--- src/rtl/clock_add.sv ---
// ---------------------------------------------------------------------------
// clock_add
//   Count-up MM:SS stopwatch. CLK is divided down to a one-second tick that
//   increments a four-digit BCD count starting at 00:00. The count stops and
//   raises done when it reaches the limit captured at start. A limit of 00:00
//   makes it run free, wrapping 99:59 -> 00:00.
//
// Ports
//   CLK                 system clock, rising edge
//   reset               asynchronous reset, active low
//   start               begin from IDLE / resume from PAUSE (level)
//   stop                RUN -> PAUSE (level), beats start
//   clear               synchronous return to IDLE with count 00:00, beats all
//   *_in  [7:0]         limit digits, only bits [3:0] used, clamped at capture
//   seconds_upper/lower, minutes_upper/lower [7:0]
//                       count digits in bits [3:0], bits [7:4] always 0
//   running             high while in RUN
//   done                high while in DONE
//   tick                one-cycle pulse aligned with each new count value
//   dbg_state [1:0]     current FSM state (0 IDLE, 1 RUN, 2 PAUSE, 3 DONE)
//
// Handshake: there is no valid/ready pair. Control levels are sampled on
//   every rising edge with priority clear > stop > start; all outputs are
//   registered and change only on that edge (or immediately on reset).
// ---------------------------------------------------------------------------
module clock_add #(
    parameter int TICKS_PER_SEC = 100
) (
    input  logic       CLK,
    input  logic       reset,
    input  logic       start,
    input  logic       stop,
    input  logic       clear,
    input  logic [7:0] seconds_upper_in,
    input  logic [7:0] seconds_lower_in,
    input  logic [7:0] minutes_upper_in,
    input  logic [7:0] minutes_lower_in,
    output logic [7:0] seconds_upper,
    output logic [7:0] seconds_lower,
    output logic [7:0] minutes_upper,
    output logic [7:0] minutes_lower,
    output logic       running,
    output logic       done,
    output logic       tick,
    output logic [1:0] dbg_state
);

    localparam int PW = (TICKS_PER_SEC > 2) ? $clog2(TICKS_PER_SEC) : 1;
    localparam logic [PW-1:0] PRESC_MAX = PW'(TICKS_PER_SEC - 1);

    typedef enum logic [1:0] {
        S_IDLE  = 2'd0,
        S_RUN   = 2'd1,
        S_PAUSE = 2'd2,
        S_DONE  = 2'd3
    } state_t;

    state_t          r_state;
    logic [PW-1:0]   r_presc;
    logic [3:0]      r_su, r_sl, r_mu, r_ml;
    logic [3:0]      r_lim_su, r_lim_sl, r_lim_mu, r_lim_ml;
    logic            r_running, r_done, r_tick;

    logic [3:0]      w_cap_su, w_cap_sl, w_cap_mu, w_cap_ml;
    logic [3:0]      w_inc_su, w_inc_sl, w_inc_mu, w_inc_ml;
    logic            w_lim_zero, w_hit;
    logic            w_unused_hi;

    // Only the low nibble of each limit byte carries a digit.
    assign w_unused_hi = ^{seconds_upper_in[7:4], seconds_lower_in[7:4],
                           minutes_upper_in[7:4], minutes_lower_in[7:4]};

    // Clamp out-of-range limit digits so the captured limit is always a
    // reachable BCD value.
    assign w_cap_su = (seconds_upper_in[3:0] > 4'd5) ? 4'd5 : seconds_upper_in[3:0];
    assign w_cap_sl = (seconds_lower_in[3:0] > 4'd9) ? 4'd9 : seconds_lower_in[3:0];
    assign w_cap_mu = (minutes_upper_in[3:0] > 4'd9) ? 4'd9 : minutes_upper_in[3:0];
    assign w_cap_ml = (minutes_lower_in[3:0] > 4'd9) ? 4'd9 : minutes_lower_in[3:0];

    // Next count value with the BCD carry chain; 99:59 rolls to 00:00.
    always_comb begin
        w_inc_sl = r_sl + 4'd1;
        w_inc_su = r_su;
        w_inc_ml = r_ml;
        w_inc_mu = r_mu;
        if (r_sl == 4'd9) begin
            w_inc_sl = 4'd0;
            w_inc_su = r_su + 4'd1;
            if (r_su == 4'd5) begin
                w_inc_su = 4'd0;
                w_inc_ml = r_ml + 4'd1;
                if (r_ml == 4'd9) begin
                    w_inc_ml = 4'd0;
                    w_inc_mu = (r_mu == 4'd9) ? 4'd0 : r_mu + 4'd1;
                end
            end
        end
    end

    assign w_lim_zero = ({r_lim_mu, r_lim_ml, r_lim_su, r_lim_sl} == 16'h0000);
    // Compare against the incremented value so DONE lands on the same edge
    // that loads the final count.
    assign w_hit = !w_lim_zero &&
                   ({w_inc_mu, w_inc_ml, w_inc_su, w_inc_sl} ==
                    {r_lim_mu, r_lim_ml, r_lim_su, r_lim_sl});

    always_ff @(posedge CLK or negedge reset) begin
        if (!reset) begin
            r_state   <= S_IDLE;
            r_presc   <= '0;
            r_su      <= 4'd0;
            r_sl      <= 4'd0;
            r_mu      <= 4'd0;
            r_ml      <= 4'd0;
            r_lim_su  <= 4'd0;
            r_lim_sl  <= 4'd0;
            r_lim_mu  <= 4'd0;
            r_lim_ml  <= 4'd0;
            r_running <= 1'b0;
            r_done    <= 1'b0;
            r_tick    <= 1'b0;
        end else begin
            r_tick <= 1'b0;
            if (clear) begin
                r_state   <= S_IDLE;
                r_presc   <= '0;
                r_su      <= 4'd0;
                r_sl      <= 4'd0;
                r_mu      <= 4'd0;
                r_ml      <= 4'd0;
                r_running <= 1'b0;
                r_done    <= 1'b0;
            end else begin
                case (r_state)
                    S_IDLE: begin
                        // stop outranks start even though it is a no-op here
                        if (start && !stop) begin
                            r_lim_su  <= w_cap_su;
                            r_lim_sl  <= w_cap_sl;
                            r_lim_mu  <= w_cap_mu;
                            r_lim_ml  <= w_cap_ml;
                            r_presc   <= '0;
                            r_state   <= S_RUN;
                            r_running <= 1'b1;
                        end
                    end
                    S_RUN: begin
                        if (stop) begin
                            // Prescaler phase is kept for the resume.
                            r_state   <= S_PAUSE;
                            r_running <= 1'b0;
                        end else if (r_presc == PRESC_MAX) begin
                            r_presc <= '0;
                            r_su    <= w_inc_su;
                            r_sl    <= w_inc_sl;
                            r_mu    <= w_inc_mu;
                            r_ml    <= w_inc_ml;
                            r_tick  <= 1'b1;
                            if (w_hit) begin
                                r_state   <= S_DONE;
                                r_running <= 1'b0;
                                r_done    <= 1'b1;
                            end
                        end else begin
                            r_presc <= r_presc + 1'b1;
                        end
                    end
                    S_PAUSE: begin
                        if (start && !stop) begin
                            r_state   <= S_RUN;
                            r_running <= 1'b1;
                        end
                    end
                    default: begin
                        // DONE: held until clear or reset
                    end
                endcase
            end
        end
    end

    assign seconds_upper = {4'h0, r_su};
    assign seconds_lower = {4'h0, r_sl};
    assign minutes_upper = {4'h0, r_mu};
    assign minutes_lower = {4'h0, r_ml};
    assign running       = r_running;
    assign done          = r_done;
    assign tick          = r_tick;
    assign dbg_state     = r_state;

endmodule

--- config.mk ---
export PLATFORM = sky130hd
export DESIGN_NAME = clock_add
export DESIGN_NICKNAME = d
export VERILOG_FILES = /design/src/rtl/clock_add.sv
export SDC_FILE = /design/constraint.sdc
export NUM_CORES = 1
export LEC_CHECK = 0
export BUFFER_PORTS_ARGS = -buffer_cell sky130_fd_sc_hd__clkbuf_2
export CAP_MARGIN = 30
export CORE_AREA = 3 3 81 83
export CTS_CLUSTER_DIAMETER = 80
export DETAILED_ROUTE_END_ITERATION = 6
export DIE_AREA = 0 0 84 86
export PLACE_DENSITY = 0.74
export SETUP_SLACK_MARGIN = 0.3
export SLEW_MARGIN = 20
export SYNTH_ARGS = -nofsm -noshare
export SYNTH_HDL_FRONTEND = slang
export SYNTH_SLANG_ARGS = --single-unit
--- constraint.sdc ---
create_clock -name CLK -period 3.22 [get_ports CLK]
set_input_delay 0.483 -clock CLK [delete_from_list [all_inputs] [get_ports CLK]]
set_output_delay 0.483 -clock CLK [all_outputs]
set_load 0.02 [all_outputs]
# Yosys cells after proc, flatten, opt, wreduce, memory -nomap -nowiden
# Index checks and enable logic that the tools add are counted.
# totals
register_bits	44
in_bits	37
out_inout_bits	37
wordCells	110
# classes
n_addsub	5
order_cmp	4
eq_ne	14
muxes	56
bitwise_logic	1
n_reduce_logical	17
# op_table
op	count
$mux 4	30
$mux 7	4
$add 4x1->4 const B	4
$eq 16x16->1	1
$logic_not 16->1	1
$mux 1	14
$pmux 7 s2	1
$eq 4x4->1 const B	3
$gt 4x4->1 const B	3
$mux 2	5
$reduce_and 3->1	3
$ne 4x4->1 const B	2
$reduce_and 4->1	2
$add 7x1->7 const B	1
$eq 7x7->1 const B	1
$ne 3x3->1 const B	2
$reduce_bool 2->1	3
$reduce_bool 3->1	2
$eq 4x3->1 const B	1
$gt 4x3->1 const B	1
$pmux 2 s2	1
$ne 3x1->1 const B	1
$eq 2x1->1 const B	1
$eq 2x2->1 const B	1
7 further kinds	9

# Logic depth before layout (Yosys ltp)
# Gate-level depths: netlist of the first run.
# depth
ltp_word	12
mapped_depth	10
ltp_nobuf	9

# Worst setup path before layout of the first run
# No wires, ideal clock.
# synth_timing
kind	register to register
startpoint	register r_su[0]
endpoint	register r_running (netlist: running)
setup_ns	0.120
arrival_time_ns	2.478
path_slack_ns	0.622
stages_incl_launch_ff	9
path_buffers	0
cell_sequence	dfrtp_1 ha_1 nand3b_2 nor3_2 nor2_1 or4_1 nor4_2 nand4_1 a41o_1
# synth_via
elab_chain_cells	7
word_cells_on_any_way	12
cone_classes	add/sub (1); eq/ne (3); mux (6); reduce/logical (2)
# synth_lines
element	line	source
start: declaration	60	logic [3:0] r_su, r_sl, r_mu, r_ml;
start signal: assignment	154	r_su <= w_inc_su;
$add 4x1->4 / $eq 4x3->1 (equally long branches)	88, 89	
$mux 4	89	if (r_su == 4'd5) begin
$mux 4	86	if (r_sl == 4'd9) begin
$eq 16x16->1 (*)	104	({w_inc_mu, w_inc_ml, w_inc_su, w_inc_sl} ==
$logic_and 1x1->1 (*)	103	assign w_hit = !w_lim_zero &&
$ne 4x4->1 (no line) (*)	-	
$reduce_and 4->1 (no line) (*)	-	
end signal: assignment	119	r_running <= 1'b0;
end signal: assignment	131	r_running <= 1'b0;
end signal: assignment	144	r_running <= 1'b1;
end: declaration	62	logic r_running, r_done, r_tick;
# Every way passes the cells marked *; elsewhere a longest branch is shown, timed or not.
# A chain may end at the register's enable or synchronous reset.

# Worst setup path after layout of the first run
# layout_timing
startpoint	register r_su[1]
endpoint	register r_running (netlist: running)
# The elaborated chain is that of the path after synthesis.

==> reports/qor.json, run 1 <==
{
  "vdd.ir_drop.worst_mv": 0.240,
  "grt.total_usage_pct": 19.1,
  "worstSetupPathType": "flip-flop to flip-flop",
  "timing.final.crit_period_ps": 2700,
  "relative_slew_slack_pct": 63.6,
  "postSynth.topFlopCell": "sky130_fd_sc_hd__dfrtp_1",
  "final_common_cell": "sky130_fd_sc_hd__dfrtp_1",
  "hold_class": "input port to asynchronous set/reset pin",
  "worst-slew-pin-transition_ps": 547,
  "layout-area-overhead-vs-synth_pct": 9.81,
  "place_area_sq_um": 3130,
  "yosys_warnings": 0,
  "final_max_slew_viol_count": 0,
  "timing_limited_maximum_frequency_ghz": 0.371,
  "floorplan.initialDensity_pct": 49.6,
  "worst_ep_arrival_time_ps": 2890,
  "worst-r2r-cell-count": 9,
  "route.final.wire_length_um": 6680,
  "met2RoutedLength_um": 3250,
  "vias_in_the_first_global_route": 2367,
  "die_area_sq_um": 7220,
  "largest_net_degree_at_the_start_of_global_routing": 29,
  "layout_setup_ws_ps": 521,
  "final_ant_viol_nets": 0,
  "worst-endpoint-required_ps": 3410,
  "die_height_um": 86,
  "tritoncts": "done",
  "detailedPlace.worstSlack_ps": 428,
  "worstPathMaxFanout": 8,
  "initialDrtViolationCount": 170,
  "finalSetupViolCount": 0,
  "vias": 2562,
  "dr_wl_met3_um": 358,
  "die_width_um": 84,
  "start_kind": "flip-flop",
  "synth-async-reset-ratio_pct": 100,
  "fp-row-count": 28,
  "drc": 0,
  "worstReg2RegStart": "r_su[1]$_DFFE_PN0P_",
  "totalPowerFinal_mw": 1.16,
  "cellLeakagePower_nw": 1.47,
  "cts_hold_repair.buffers": 0,
  "number_of_antenna_violations_at_the_first_check_in_global_routing": 0,
  "synth_edf_count": 0,
  "grt-ovfl-total": 0,
  "final_cell_area_sq_um": 3220,
  "top_signal_layer_used": "met4",
  "diodes": 0,
  "clock_pin_slew_on_the_worst_setup_and_hold_paths_ps": 80,
  "fin_setup_tns_ps": 0,
  "met1_length_um": 2990,
  "hold_viol_final": 0,
  "worstSetupEndpointType": "flip-flop",
  "final_layout_size_suffix_gt1_share_pct": 18.0,
  "ys_ff_latch": 44,
  "final_core_util_pct": 54.4,
  "drv_cap": 0,
  "power_per_cell_area_nw_per_um2": 360,
  "finClkSkew_ps": 3.33,
  "detailedPlacementHpwl_um": 5040,
  "run_status": "finished, final reports clean",
  "place_congestion": 0.936,
  "avgViaCountPerCell": 5.81,
  "cts_inserted_buffers": 5,
  "post_synth.cell_area_avg_sq_um": 8.95,
  "nNetsFinal": 410,
  "grt_first_pass_wirelength_um": 11300,
  "port-buffer-count": 41,
  "layout_worst_path_cycle_share_pct": 83.8,
  "top_level_ports": 74,
  "dr.pass1.iters": 5,
  "core-area_sq_um": 5920,
  "yosys.cell_types.count": 58,
  "synth_area_sq_um": 2930,
  "clock_tree.buffer_depth": 2,
  "regToRegEndpoint": "running$_DFFE_PN0P_",
  "synthCells": 328,
  "clock_sinks": 44,
  "worst_skew_pair.late_latency_ps": 300,
  "reg2reg_setup_slack_ps": 520,
  "rsz0062_at_grt": "no",
  "ys_seq_area_share_pct": 37.5,
  "mostFrequentLayoutCells": "sky130_fd_sc_hd__dfrtp_1, sky130_fd_sc_hd__clkbuf_2, sky130_fd_sc_hd__o21ai_0",
  "clock-root-buffer": "sky130_fd_sc_hd__clkbuf_8",
  "htree_num_levels": 2,
  "route.detailed.wl_per_inst_um": 15.1
}
worst max-delay path by stage:
stage                             start             endpoint  cells past startpoint
floorplan           r_su[0]$_DFFE_PN0P_  running$_DFFE_PN0P_                      8
global placement    r_su[0]$_DFFE_PN0P_  running$_DFFE_PN0P_                      8
detailed placement  r_su[0]$_DFFE_PN0P_  running$_DFFE_PN0P_                      8
CTS                 r_su[0]$_DFFE_PN0P_  running$_DFFE_PN0P_                      8
global route        r_ml[0]$_DFFE_PN0P_  running$_DFFE_PN0P_                      8
finish              r_su[1]$_DFFE_PN0P_  running$_DFFE_PN0P_                      9
stage by stage:
| step | std cells | hold WS [ps] |
|---|---|---|
| after floorplan | 343 | 187 |
| after global placement | 434 | 471 |
| after detailed placement | 434 | 481 |
| after CTS | 441 | 161 |
| after global routing | 441 | 178 |
| final | 441 | 141 |
synth_stat cells (8+ instances only):
| library cell | instances | area share, % |
|---|---|---|
| sky130_fd_sc_hd__a21oi_1 | 11 | 1.9 |
| sky130_fd_sc_hd__buf_4 | 16 | 4.1 |
| sky130_fd_sc_hd__dfrtp_1 | 44 | 38 |
| sky130_fd_sc_hd__inv_1 | 11 | 1.4 |
| sky130_fd_sc_hd__nand2_1 | 24 | 3.1 |
| sky130_fd_sc_hd__nand2b_1 | 9 | 1.9 |
| sky130_fd_sc_hd__nand3_1 | 10 | 1.7 |
| sky130_fd_sc_hd__nor2_1 | 27 | 3.5 |
| sky130_fd_sc_hd__nor3_1 | 9 | 1.5 |
| sky130_fd_sc_hd__o21ai_0 | 32 | 5.5 |
| sky130_fd_sc_hd__xnor2_1 | 8 | 2.4 |
| sky130_fd_sc_hd__xor2_1 | 8 | 2.4 |
logic make-up (layout without fill, tap and decap cells):
logic type,Yosys count,count (layout),share of synthesized area [%]
buffers and inverters,40,63,7.80
other,1,16,0.128
multiplexers,7,7,2.60
adder cells (fa/ha/maj),7,7,2.98
AO/OA/AOI/OAI,87,87,19.6
XOR/XNOR,16,16,4.78
flip-flops,44,44,37.5
AND/OR/NAND/NOR,126,126,24.6
state kept, by name, indices dropped and copies added, names as in the netlist:
signal,flops
r_lim_mu,4
r_lim_sl,4
r_su,4
dbg_state,2
r_presc,7
r_ml,4
done,1
tick,1
r_lim_ml,4
r_sl,4
r_lim_su,4
r_mu,4
running,1
report_power, final:
group,internal (mW),switching [mW]
Combinational,0.0834,0.109
Clock,0.148,0.182
Sequential,0.588,0.0488
Total,0.819,0.340
worst max-delay path, cell delays in order, from the launching register on:
cell                       delay [ps]
sky130_fd_sc_hd__dfrtp_1          450
sky130_fd_sc_hd__inv_1             80
sky130_fd_sc_hd__ha_1             200
sky130_fd_sc_hd__nand3b_2         210
sky130_fd_sc_hd__nor3_4           270
sky130_fd_sc_hd__nor2_1            80
sky130_fd_sc_hd__or4_1            570
sky130_fd_sc_hd__nor4_4           310
sky130_fd_sc_hd__nand4_1          150
sky130_fd_sc_hd__a41o_1           270
final cells by class:
class	instances	area, sq um
multi-input combinational	259	1680
fill	558	2700
timing repair buffer	44	228
tap	75	93.8
sequential	44	1100
inverter	12	45.0
clock inverter	1	5.00
clock buffer	6	72.6
what timing repair did:
action,in CTS,in global routing
gates resized for setup,0,3
endpoints found under the setup margin,0,2
buffers inserted,0,0
layer usage:
metal  vias to the layer above  track usage (%)
met4                         0             5.26
met1                      1232             25.2
met3                         6             3.65
met2                        80             32.1
met5                         -                0
li1                       1244                -
Power figures use the tool's default switching activity.
==> run 2, diff against run 1 <==
==> constraint.sdc (replaced) <==
create_clock -name CLK -period 2.67 [get_ports CLK]
set_input_delay 0.4005 -clock CLK [delete_from_list [all_inputs] [get_ports CLK]]
set_output_delay 0.4005 -clock CLK [all_outputs]
set_load 0.02 [all_outputs]
==> run 2 against run 1 <==
  * Clock skew rose by 1.8 ps
  * Clock power increased by 66%
  * Flip-flop and latch count unchanged
  * Highest routed layer unchanged
  * Power rose by 35%
  * Global-route usage up 1.7 points
  * Register-to-register slack got worse by 270 ps
  * Core utilization is 6.1 points higher
  * Via count increased by 8.1%
  * Cell count is 6.6% higher
  * Worst setup slack got worse by 270 ps
  * Combinational power is 29% higher
  * Largest cell class unchanged
==> reports/qor.json, run 2 (synthesized netlist as in run 1, its figures left out) <==
{
  "run_status": "finished, final reports clean",
  "number_of_antenna_violations_at_the_first_check_in_global_routing": 0,
  "timing_limited_maximum_frequency_ghz": 0.414,
  "worst_ep_arrival_time_ps": 2660,
  "worst-path-buf-inv": 3,
  "die_width_um": 84,
  "hold_viol_final": 0,
  "p_int_mw": 1.13,
  "dr.pass1.iters": 5,
  "drv_cap": 0,
  "place_congestion": 0.972,
  "diodes": 0,
  "initialDrtViolationCount": 242,
  "finalHoldWorstSlack_ps": 144,
  "htree_num_levels": 2,
  "finalSetupViolCount": 0,
  "final_max_slew_viol_count": 0,
  "worst_path_dominant_cell_family": "simple AND/OR/NAND/NOR gates",
  "clock_sinks": 44,
  "place_area_sq_um": 3180,
  "clock_tree.buffer_depth": 2,
  "start_kind": "flip-flop",
  "worstSetupEndpointType": "flip-flop",
  "largest_register_ff_count": 7,
  "grt-ovfl-total": 0,
  "p_sw_share_pct": 27.9,
  "cpPeakStageDelay_ps": 510,
  "fin_cells": 470,
  "power_per_cell_area_nw_per_um2": 436,
  "route.detailed.wl_per_inst_um": 15.9,
  "cp_max_stage_cell": "sky130_fd_sc_hd__or4_4",
  "final_ant_viol_nets": 0,
  "nNetsFinal": 438,
  "die_area_sq_um": 7220,
  "clock-root-buffer": "sky130_fd_sc_hd__clkbuf_8",
  "p_seq_share_pct": 49.0,
  "post-place-cells": 438,
  "final_common_cell": "sky130_fd_sc_hd__clkbuf_2",
  "top_level_ports": 74,
  "largest_net_degree_at_the_start_of_global_routing": 30,
  "fin_setup_tns_ps": 0,
  "layout-area-overhead-vs-synth_pct": 22.2,
  "worstPathCellList": "buf_4, ha_4, nand3b_4, or4_4, o211ai_2, nand4b_1, nor4_2, buf_4, buf_4, a41oi_1, nor2_1",
  "route.final.wire_length_um": 7490,
  "core-area_sq_um": 5920,
  "cts_inserted_buffers": 5,
  "worst-endpoint-required_ps": 2910,
  "avgViaCountPerCell": 5.89,
  "relative_slew_slack_pct": 50.1,
  "grt_first_pass_wirelength_um": 12100,
  "layout_worst_path_cycle_share_pct": 90.5,
  "port-buffer-count": 41,
  "worstSetupPathType": "flip-flop to flip-flop",
  "worst-slew-pin-transition_ps": 749,
  "clock_pin_slew_on_the_worst_setup_and_hold_paths_ps": 90,
  "timing.final.crit_period_ps": 2420,
  "largest_register": "r_presc",
  "final_layout_size_suffix_gt1_share_pct": 30.4,
  "vdd.ir_drop.worst_mv": 0.311,
  "die_height_um": 86,
  "mostFrequentLayoutCells": "sky130_fd_sc_hd__clkbuf_2, sky130_fd_sc_hd__dfrtp_1, sky130_fd_sc_hd__o21ai_0",
  "number_of_filler_instances_in_the_final_layout": 501,
  "fp-row-count": 28,
  "drc": 0,
  "p_switching_mw": 0.436,
  "floorplan.initialDensity_pct": 49.6,
  "worstPathMaxFanout": 7,
  "vias_in_the_first_global_route": 2508,
  "finClkSkew_ps": 5.15,
  "power.combinational.fraction_pct": 16.0,
  "hold_class": "input port to asynchronous set/reset pin",
  "worst_skew_pair.late_latency_ps": 310,
  "critPathMostFrequentCell": "sky130_fd_sc_hd__buf_4",
  "cellLeakagePower_nw": 1.66,
  "detailedPlacementHpwl_um": 5040,
  "clock_power_share_pct": 35.0,
  "grt.total_usage_pct": 20.7,
  "vias": 2770,
  "final_cell_area_sq_um": 3580,
  "rsz0062_at_grt": "yes",
  "tritoncts": "done"
}
==> run 2: changes by cell type in the layout (fill, tap and decap cells not counted), sizes merged <==
| cell | previous run | this run |
|---|---|---|
| buf | 3 | 31 |
| bufinv | 0 | 1 |
==> run 2: timing repair <==
item | 4_1_cts | 5_1_grt
pin swaps | 10 | 9
hold buffers | 0 | 0
endpoints found under the setup margin | 2 | 3
endpoints found under the hold margin | 0 | 0
buffers inserted | 16 | 8
gates resized for setup | 14 | 15
==> run 2: stage by stage <==
stage,worst slack (ps),total power [mW],utilization [%]
2_1_floorplan,309,0.941,-
3_3_place_gp,207,0.998,53.8
3_5_place_dp,197,1.01,53.8
4_1_cts,201,1.55,58.7
5_1_grt,126,1.64,60.5
6_report,254,1.56,60.5
==> run 2: power by group through the flow <==
stage / sequential [mW] / combinational, mW / clock, mW
floorplan: 0.762 / 0.178 / 0
global placement: 0.775 / 0.223 / 0
detailed placement: 0.777 / 0.229 / 0
CTS: 0.765 / 0.234 / 0.554
global route: 0.775 / 0.278 / 0.589
finish: 0.766 / 0.249 / 0.546
==> run 2: layout make-up <==
class,instances,area [sq um],area share (%)
clock buffer,6,82.6,2.30
timing repair buffer,72,449,12.5
inverter,12,45.0,1.26
tap,75,93.8,2.62
multi-input combinational,259,1760,49.2
clock inverter,2,38.8,1.08
sequential,44,1110,31.0
==> run 2: final timing paths <==
| kind | from | end | slack (ps) | cells after the start |
|---|---|---|---|---|
| min reg2reg | r_presc[0]$_DFFE_PN0P_ | r_presc[0]$_DFFE_PN0P_ | 510 | 1 |
| min in group CLK | seconds_upper_in[1] | r_lim_su[1]$_DFFE_PN0P_ | 330 | 3 |
| max | r_su[0]$_DFFE_PN0P_ | done$_DFFE_PN0P_ | 250 | 11 |
| min | reset | running$_DFFE_PN0P_ | 140 | 1 |
| max in group asynchronous | reset | r_lim_ml[0]$_DFFE_PN0P_ | 1830 | 2 |
| max reg2reg | r_su[0]$_DFFE_PN0P_ | done$_DFFE_PN0P_ | 250 | 11 |
==> run 2: worst register-to-register path, stage by stage (launching register included) <==
cell                       delay [ps]
sky130_fd_sc_hd__dfrtp_2          390
sky130_fd_sc_hd__buf_4            130
sky130_fd_sc_hd__ha_4             160
sky130_fd_sc_hd__nand3b_4         130
sky130_fd_sc_hd__or4_4            510
sky130_fd_sc_hd__o211ai_2          80
sky130_fd_sc_hd__nand4b_1         130
sky130_fd_sc_hd__nor4_2           360
sky130_fd_sc_hd__buf_4            170
sky130_fd_sc_hd__buf_4             90
sky130_fd_sc_hd__a41oi_1           90
sky130_fd_sc_hd__nor2_1           100
==> run 2: metal layers <==
layer	vias up	GRT usage [%]	share of wire, %
li1	1293	-	-
met3	21	3.65	7.1
met4	0	6.58	2.3
met1	1326	26.6	42
met5	-	0	0
met2	130	35.6	49
